**config.mk**
```make
export PLATFORM = sky130hd
export DESIGN_NAME = lx32_muldiv
export DESIGN_NICKNAME = d
export VERILOG_FILES = /design/src/rtl/lx32_muldiv.sv
export SDC_FILE = /design/constraint.sdc
export NUM_CORES = 1
export LEC_CHECK = 0
export BUFFER_PORTS_ARGS = -buffer_cell sky130_fd_sc_hd__buf_4
export CAP_MARGIN = 20
export CELL_PAD_IN_SITES_DETAIL_PLACEMENT = 1
export CELL_PAD_IN_SITES_GLOBAL_PLACEMENT = 1
export CORE_MARGIN = 2
export CORE_UTILIZATION = 46
export CTS_BUF_LIST = sky130_fd_sc_hd__clkbuf_4 sky130_fd_sc_hd__clkbuf_8 sky130_fd_sc_hd__clkbuf_16
export DETAILED_ROUTE_END_ITERATION = 16
export PLACE_DENSITY = 0.82
export SKIP_LAST_GASP = 1
export SYNTH_ARGS = -nofsm -noshare
export SYNTH_HDL_FRONTEND = slang
export SYNTH_SLANG_ARGS = --single-unit
```
**constraint.sdc**
```tcl
create_clock -name clk -period 7.85 [get_ports clk]
set_input_delay 1.57 -clock clk [delete_from_list [all_inputs] [get_ports clk]]
set_output_delay 1.57 -clock clk [all_outputs]
set_load 0.005 [all_outputs]
```
**src/rtl/lx32_muldiv.sv**
```systemverilog
// rtl/lx32_muldiv.sv - iterative RV32M multiply/divide unit, one bit per cycle
module lx32_muldiv #(
    parameter int WIDTH = 32
) (
    input  logic             clk,
    input  logic             rst,
    input  logic             start_valid,
    output logic             start_ready,
    input  logic [2:0]       md_op,
    input  logic [WIDTH-1:0] src_a,
    input  logic [WIDTH-1:0] src_b,
    output logic             result_valid,
    input  logic             result_ready,
    output logic [WIDTH-1:0] result,
    output logic             busy
);

    localparam int CW = $clog2(WIDTH);

    typedef enum logic [1:0] {
        S_IDLE,
        S_CALC,
        S_DONE
    } state_t;

    state_t           state;
    state_t           state_nxt;
    logic [CW-1:0]    cnt;
    logic [2:0]       op_q;
    logic [WIDTH-1:0] hi_q;   // product high half / partial remainder
    logic [WIDTH-1:0] lo_q;   // multiplier bits / dividend shifting into quotient
    logic [WIDTH-1:0] opb_q;  // multiplicand or divisor magnitude
    logic             neg_q;  // negate product or quotient at the end
    logic             neg_r;  // negate remainder at the end

    logic             accept;
    logic             is_div;
    logic             a_signed;
    logic             b_signed;
    logic             a_neg;
    logic             b_neg;
    logic [WIDTH-1:0] mag_a;
    logic [WIDTH-1:0] mag_b;
    logic             div_zero;
    logic             div_ovf;
    logic             fast;
    logic [WIDTH-1:0] fast_result;
    logic             last_iter;

    logic [WIDTH:0]     mul_sum;
    logic [WIDTH:0]     div_shift;
    logic [WIDTH:0]     div_diff;
    logic               div_ok;
    logic [WIDTH-1:0]   it_hi;
    logic [WIDTH-1:0]   it_lo;
    logic [2*WIDTH-1:0] prod_s;
    logic [WIDTH-1:0]   quot_s;
    logic [WIDTH-1:0]   rem_s;
    logic [WIDTH-1:0]   final_res;

    assign start_ready  = (state == S_IDLE) && !rst;
    assign result_valid = (state == S_DONE);
    assign busy         = (state != S_IDLE);
    assign accept       = start_valid && start_ready;
    assign last_iter    = (cnt == CW'(WIDTH - 1));

    // Request decode: signedness, magnitudes and the no-iteration divide cases
    always_comb begin
        is_div      = md_op[2];
        a_signed    = (md_op == 3'b001) || (md_op == 3'b010) || (md_op == 3'b100) || (md_op == 3'b110);
        b_signed    = (md_op == 3'b001) || (md_op == 3'b100) || (md_op == 3'b110);
        a_neg       = a_signed && src_a[WIDTH-1];
        b_neg       = b_signed && src_b[WIDTH-1];
        mag_a       = a_neg ? -src_a : src_a;
        mag_b       = b_neg ? -src_b : src_b;
        div_zero    = is_div && (src_b == '0);
        div_ovf     = is_div && !md_op[0] && (src_a == {1'b1, {(WIDTH-1){1'b0}}}) && (src_b == '1);
        fast        = div_zero || div_ovf;
        // Overflow quotient equals the dividend itself (most negative value)
        if (div_zero) fast_result = md_op[1] ? src_a : '1;
        else          fast_result = md_op[1] ? '0 : src_a;
    end

    // One shift-add or restoring-subtract step, plus sign fix-up of its outcome
    always_comb begin
        mul_sum   = {1'b0, hi_q} + (lo_q[0] ? {1'b0, opb_q} : {(WIDTH+1){1'b0}});
        div_shift = {hi_q, lo_q[WIDTH-1]};
        div_diff  = div_shift - {1'b0, opb_q};
        div_ok    = !div_diff[WIDTH];
        if (op_q[2]) begin
            it_hi = div_ok ? div_diff[WIDTH-1:0] : div_shift[WIDTH-1:0];
            it_lo = {lo_q[WIDTH-2:0], div_ok};
        end else begin
            it_hi = mul_sum[WIDTH:1];
            it_lo = {mul_sum[0], lo_q[WIDTH-1:1]};
        end
        prod_s = neg_q ? -{it_hi, it_lo} : {it_hi, it_lo};
        quot_s = neg_q ? -it_lo : it_lo;
        rem_s  = neg_r ? -it_hi : it_hi;
        if (op_q[2])               final_res = op_q[1] ? rem_s : quot_s;
        else if (op_q[1:0] == 2'b00) final_res = prod_s[WIDTH-1:0];
        else                       final_res = prod_s[2*WIDTH-1:WIDTH];
    end

    // State register
    always_ff @(posedge clk) begin
        if (rst) state <= S_IDLE;
        else     state <= state_nxt;
    end

    // Next-state logic
    always_comb begin
        state_nxt = state;
        case (state)
            S_IDLE: if (accept) state_nxt = fast ? S_DONE : S_CALC;
            S_CALC: if (last_iter) state_nxt = S_DONE;
            S_DONE: if (result_ready) state_nxt = S_IDLE;
            default: state_nxt = S_IDLE;
        endcase
    end

    // Datapath: latch operands on accept, iterate in CALC, hold result in DONE
    always_ff @(posedge clk) begin
        if (rst) begin
            cnt    <= '0;
            op_q   <= '0;
            hi_q   <= '0;
            lo_q   <= '0;
            opb_q  <= '0;
            neg_q  <= 1'b0;
            neg_r  <= 1'b0;
            result <= '0;
        end else begin
            case (state)
                S_IDLE: begin
                    if (accept) begin
                        op_q  <= md_op;
                        cnt   <= '0;
                        neg_q <= a_neg ^ b_neg;
                        neg_r <= a_neg;
                        hi_q  <= '0;
                        lo_q  <= is_div ? mag_a : mag_b;
                        opb_q <= is_div ? mag_b : mag_a;
                        if (fast) result <= fast_result;
                    end
                end
                S_CALC: begin
                    hi_q <= it_hi;
                    lo_q <= it_lo;
                    if (last_iter) result <= final_res;
                    else           cnt    <= cnt + CW'(1);
                end
                default: ;
            endcase
        end
    end

endmodule

```
==> summary.txt <==
Run status
  • Outcome: finished clean

STA
  • Period utilization: a little over four fifths
  • Final Skew: 0.0173 ns
  • Setup WS post-layout: 1.20 ns
  • Final hold viol count: 0
  • Worst-margin pin slew: 1.14 ns
  • Hold_ws: 0.473 ns
  • RSZ-0062 raised after global routing: false
  • Minimum clock period: 6.65 ns
  • Slew Limit Fails: 0
  • TNS Setup: 0 ns
  • Slew HR: 23.7%
  • Final setup viols: 0
  • Maximum clock rate: 150 MHz

Clock tree
  • Max clock buf depth: 2
  • CTS Sinks: 140
  • Cts bufs inserted: 17
  • Root buffer cell: clkbuf_16
  • Post-CTS Setup Bufs: 0
  • Htree depth: 4
  • Post-CTS Hold Fix Bufs: 0
  • Post-CTS sizing: 0
  • Clock Pin Slew Worst Setup and Hold Paths: around 0.070 ns
  • CTS tree: done
  • Worst-skew pair later-pin latency: around 0.48 ns

Logic synthesis
  • Synthesized flop and latch total: 140
  • Mapped cell area: 0.0165 mm²
  • Most frequent cells after synthesis: nand2_1, nor2_1, a21oi_1, o21ai_0, dfxtp_1
  • Synth area leaders: dfxtp_1, a21oi_1, nand2_1
  • Compound-Gate Fraction of Synth Area: between 20% and 30%
  • XOR/XNOR share of the synthesized area: 10.0%
  • Distinct cells, synth: 111
  • Post-synth ARST share: 0%
  • Mux cell area share after synthesis: 4.48%
  • Syn nets: 2518
  • Synthesized area per cell: 6.94 µm²
  • Count leader, synth: nand2_1
  • Synth Area in Simple Gates: between 20% and 30%
  • Synth top area share: 17.0%
  • Cell accounting for the most synthesized area: dfxtp_1
  • Post-synthesis adder-cell area fraction: 6.67%
  • Synthesized instance count: 2374
  • Synth Warn #: 0
  • Largest family of logic cells by synthesized area: compound AO/OA/AOI/OAI gates
  • Sequential-to-total area share from yosys stat: between 15 and 20%
  • Post-synth EDFFs: 0
  • Post-synth top flop: dfxtp_1

Setup path
  • Worst path slowest cell: o41ai_4
  • Reg2reg end: result[28]$_SDFFE_PP0P_
  • R2R setup slack: ~1.2 ns
  • Crit path max fanout: 9
  • Reg2Reg Depth: 23
  • Arrival @ worst endpoint: between 7 and 8 ns
  • Top cell by count, worst path: ha_1
  • Worst path top cell family by delay: compound AO/OA/AOI/OAI gates
  • Crit Path Category: reg -> reg
  • Worst Path Required: 8.25 ns
  • Crit path cell chain: inv_1, ha_1, fa_1, nand2b_1, a21oi_4, o21ai_2, o41ai_4, nor4b_4, o22ai_2, a21oi_1, ha_1, o21a_1, nand4b_1, or3_1, or2_1, or4_1, o41ai_1, xor2_1, nand3_1, o21ai_0, nor3_1, o311ai_0, a31oi_1
  • Critical Path End Type: flop
  • Critical Path Source Type: flop
  • Worst path bufs/invs: 1
  • CP startpoint: lo_q[31]$_SDFFE_PP0P_
  • Max incr delay on CP: around 0.70 ns
  • Reg-to-reg critical path startpoint: lo_q[31]$_SDFFE_PP0P_

Routing
  • Vias: around 19000
  • Metal-1 WL: 31.4 mm
  • Drt via density: 6.76
  • Antenna-violating nets left: 0
  • Final wirelength: 77.5 mm
  • Uppermost routed layer: met5
  • Met3 WL: 6.40 mm
  • First drt pass iteration count: 5
  • Post-detailed-route wirelength per cell: around 27 µm
  • WL met2: about 35 mm
  • Initial DRC Count: between 1500 and 2000
  • Residual DRC: 0

Worst hold path
  • Hold Path End: opb_q[3]$_SDFFE_PP0P_
  • Hold path start: opb_q[3]$_SDFFE_PP0P_
  • Type of the worst min-delay path: reg -> reg
  • Hold depth: 2

Layout
  • Non-Filler Cell Area, Final: ~0.018 mm²
  • Area grow syn2layout: 10.3%
  • Nets: 2520
  • Multi-input logic area: 0.0128 mm²
  • FF/Latch Area: 0.00281 mm²
  • Layout fillers: 4601
  • Utilization after layout: ~50%
  • Ant diodes: 0
  • Layout cell share with drive strength beyond 1: 10.8%

Global route
  • First-pass GRT wire length: 118 mm
  • Largest net degree at the start of global routing: between 90 and 100
  • Initial antenna violation count: 4
  • Grt ovf: 0
  • All-Layer GR Usage: 40.7%
  • Vias in the first global route: 19200

Place
  • Dpl ws: 1.34 ns
  • Detailed Place HPWL: 59.8 mm
  • Cell Area, Placed: 0.0175 mm²
  • PortBufs: around 110
  • Placer Congestion: 1.00

Floorplan
  • Ports: about 110
  • Core area: between 0.03 and 0.04 mm²
  • Die area: 0.0374 mm²
  • Height of the die: 193 µm
  • Die X: 193 µm
  • Initial Util: 46.6%
  • Rows: 69

Power
  • Leak: around 7 nW
  • Power Density: 178 mW/mm²
  • Max VDD drop: 188 µV

Job
  • Max Cap Violations: 0
-- tightest hold or removal path, stage by stage, from the launching register on --
cell,delay [ns]
dfxtp_1,0.32
nand2_1,0.06
a21oi_1,0.05
-- layout by cell type, fill, tap and decap left out, types with 8 or more instances in the layout --
cell,instances
and3_1,15
o41ai_1,9
a31oi_1,47
buf_4,138
nor2_1,256
or3_1,25
a211oi_1,26
or4_1,11
o21bai_1,9
o21ai_0,155
or2_2,13
mux2_2,23
ha_1,71
a21oi_1,234
a311oi_1,8
o211ai_1,54
o221ai_1,11
nor4_1,24
nand2b_1,18
nand4_1,23
a21o_1,21
a22oi_1,20
and2_1,51
xor2_1,82
nand3_1,65
nand2_1,269
clkbuf_16,17
mux2i_1,44
xnor2_1,102
nor3_1,69
o21a_1,14
o31ai_1,26
inv_1,71
dfxtp_1,138
a221oi_1,19
nor2b_1,12
nor3b_1,9
maj3_1,17
-- flip-flops by register name, summed over array words and instances, names as in the netlist --
name    flops
op_q        3
cnt         5
opb_q      32
neg_r       1
hi_q       32
lo_q       32
state       2
neg_q       1
result     32
-- power breakdown --
| group | internal (mW) | switching, mW |
|---|---|---|
| Clock | 0.574 | 0.378 |
| Sequential | 0.756 | 0.0663 |
| Combinational | 0.477 | 0.984 |
| Total | 1.81 | 1.43 |
-- layer usage --
metal	up-vias	GRT usage, %
li1	8662	-
met1	9502	50.2
met2	875	66.5
met3	216	8.28
met4	2	22.0
met5	-	0
-- worst max path at each step --
stage,to,slack (ns),depth (start not counted)
floorplan,result[28]$_SDFFE_PP0P_,2.25,24
global placement,result[8]$_SDFFE_PP0P_,1.62,21
detailed placement,result[28]$_SDFFE_PP0P_,1.34,23
CTS,result[8]$_SDFFE_PP0P_,1.31,21
global route,result[28]$_SDFFE_PP0P_,0.82,23
finish,result[28]$_SDFFE_PP0P_,1.20,23
-- cells by family after synthesis --
| group | Yosys count |
|---|---|
| xor+xnor | 186 |
| fa+ha+maj | 90 |
| compound gates | 754 |
| buf+inv | 230 |
| flops | 140 |
| mux | 70 |
| simple gates | 904 |
-- layout make-up --
| class | count | area share (%) |
|---|---|---|
| sequential | 140 | 15.5 |
| clock buffer | 22 | 2.72 |
| multi-input combinational | 2004 | 70.5 |
| clock inverter | 9 | 0.868 |
| inverter | 73 | 1.51 |
| tap | 461 | 3.17 |
| timing repair buffer | 140 | 5.80 |
-- metrics by stage --
step                instances  total power, mW
global route             2849             3.36
CTS                      2848             3.19
floorplan                2374             1.76
finish                   2849             3.23
detailed placement       2817             2.23
global placement         2816             2.21
Note: power is estimated with default switching activity, not from simulation.
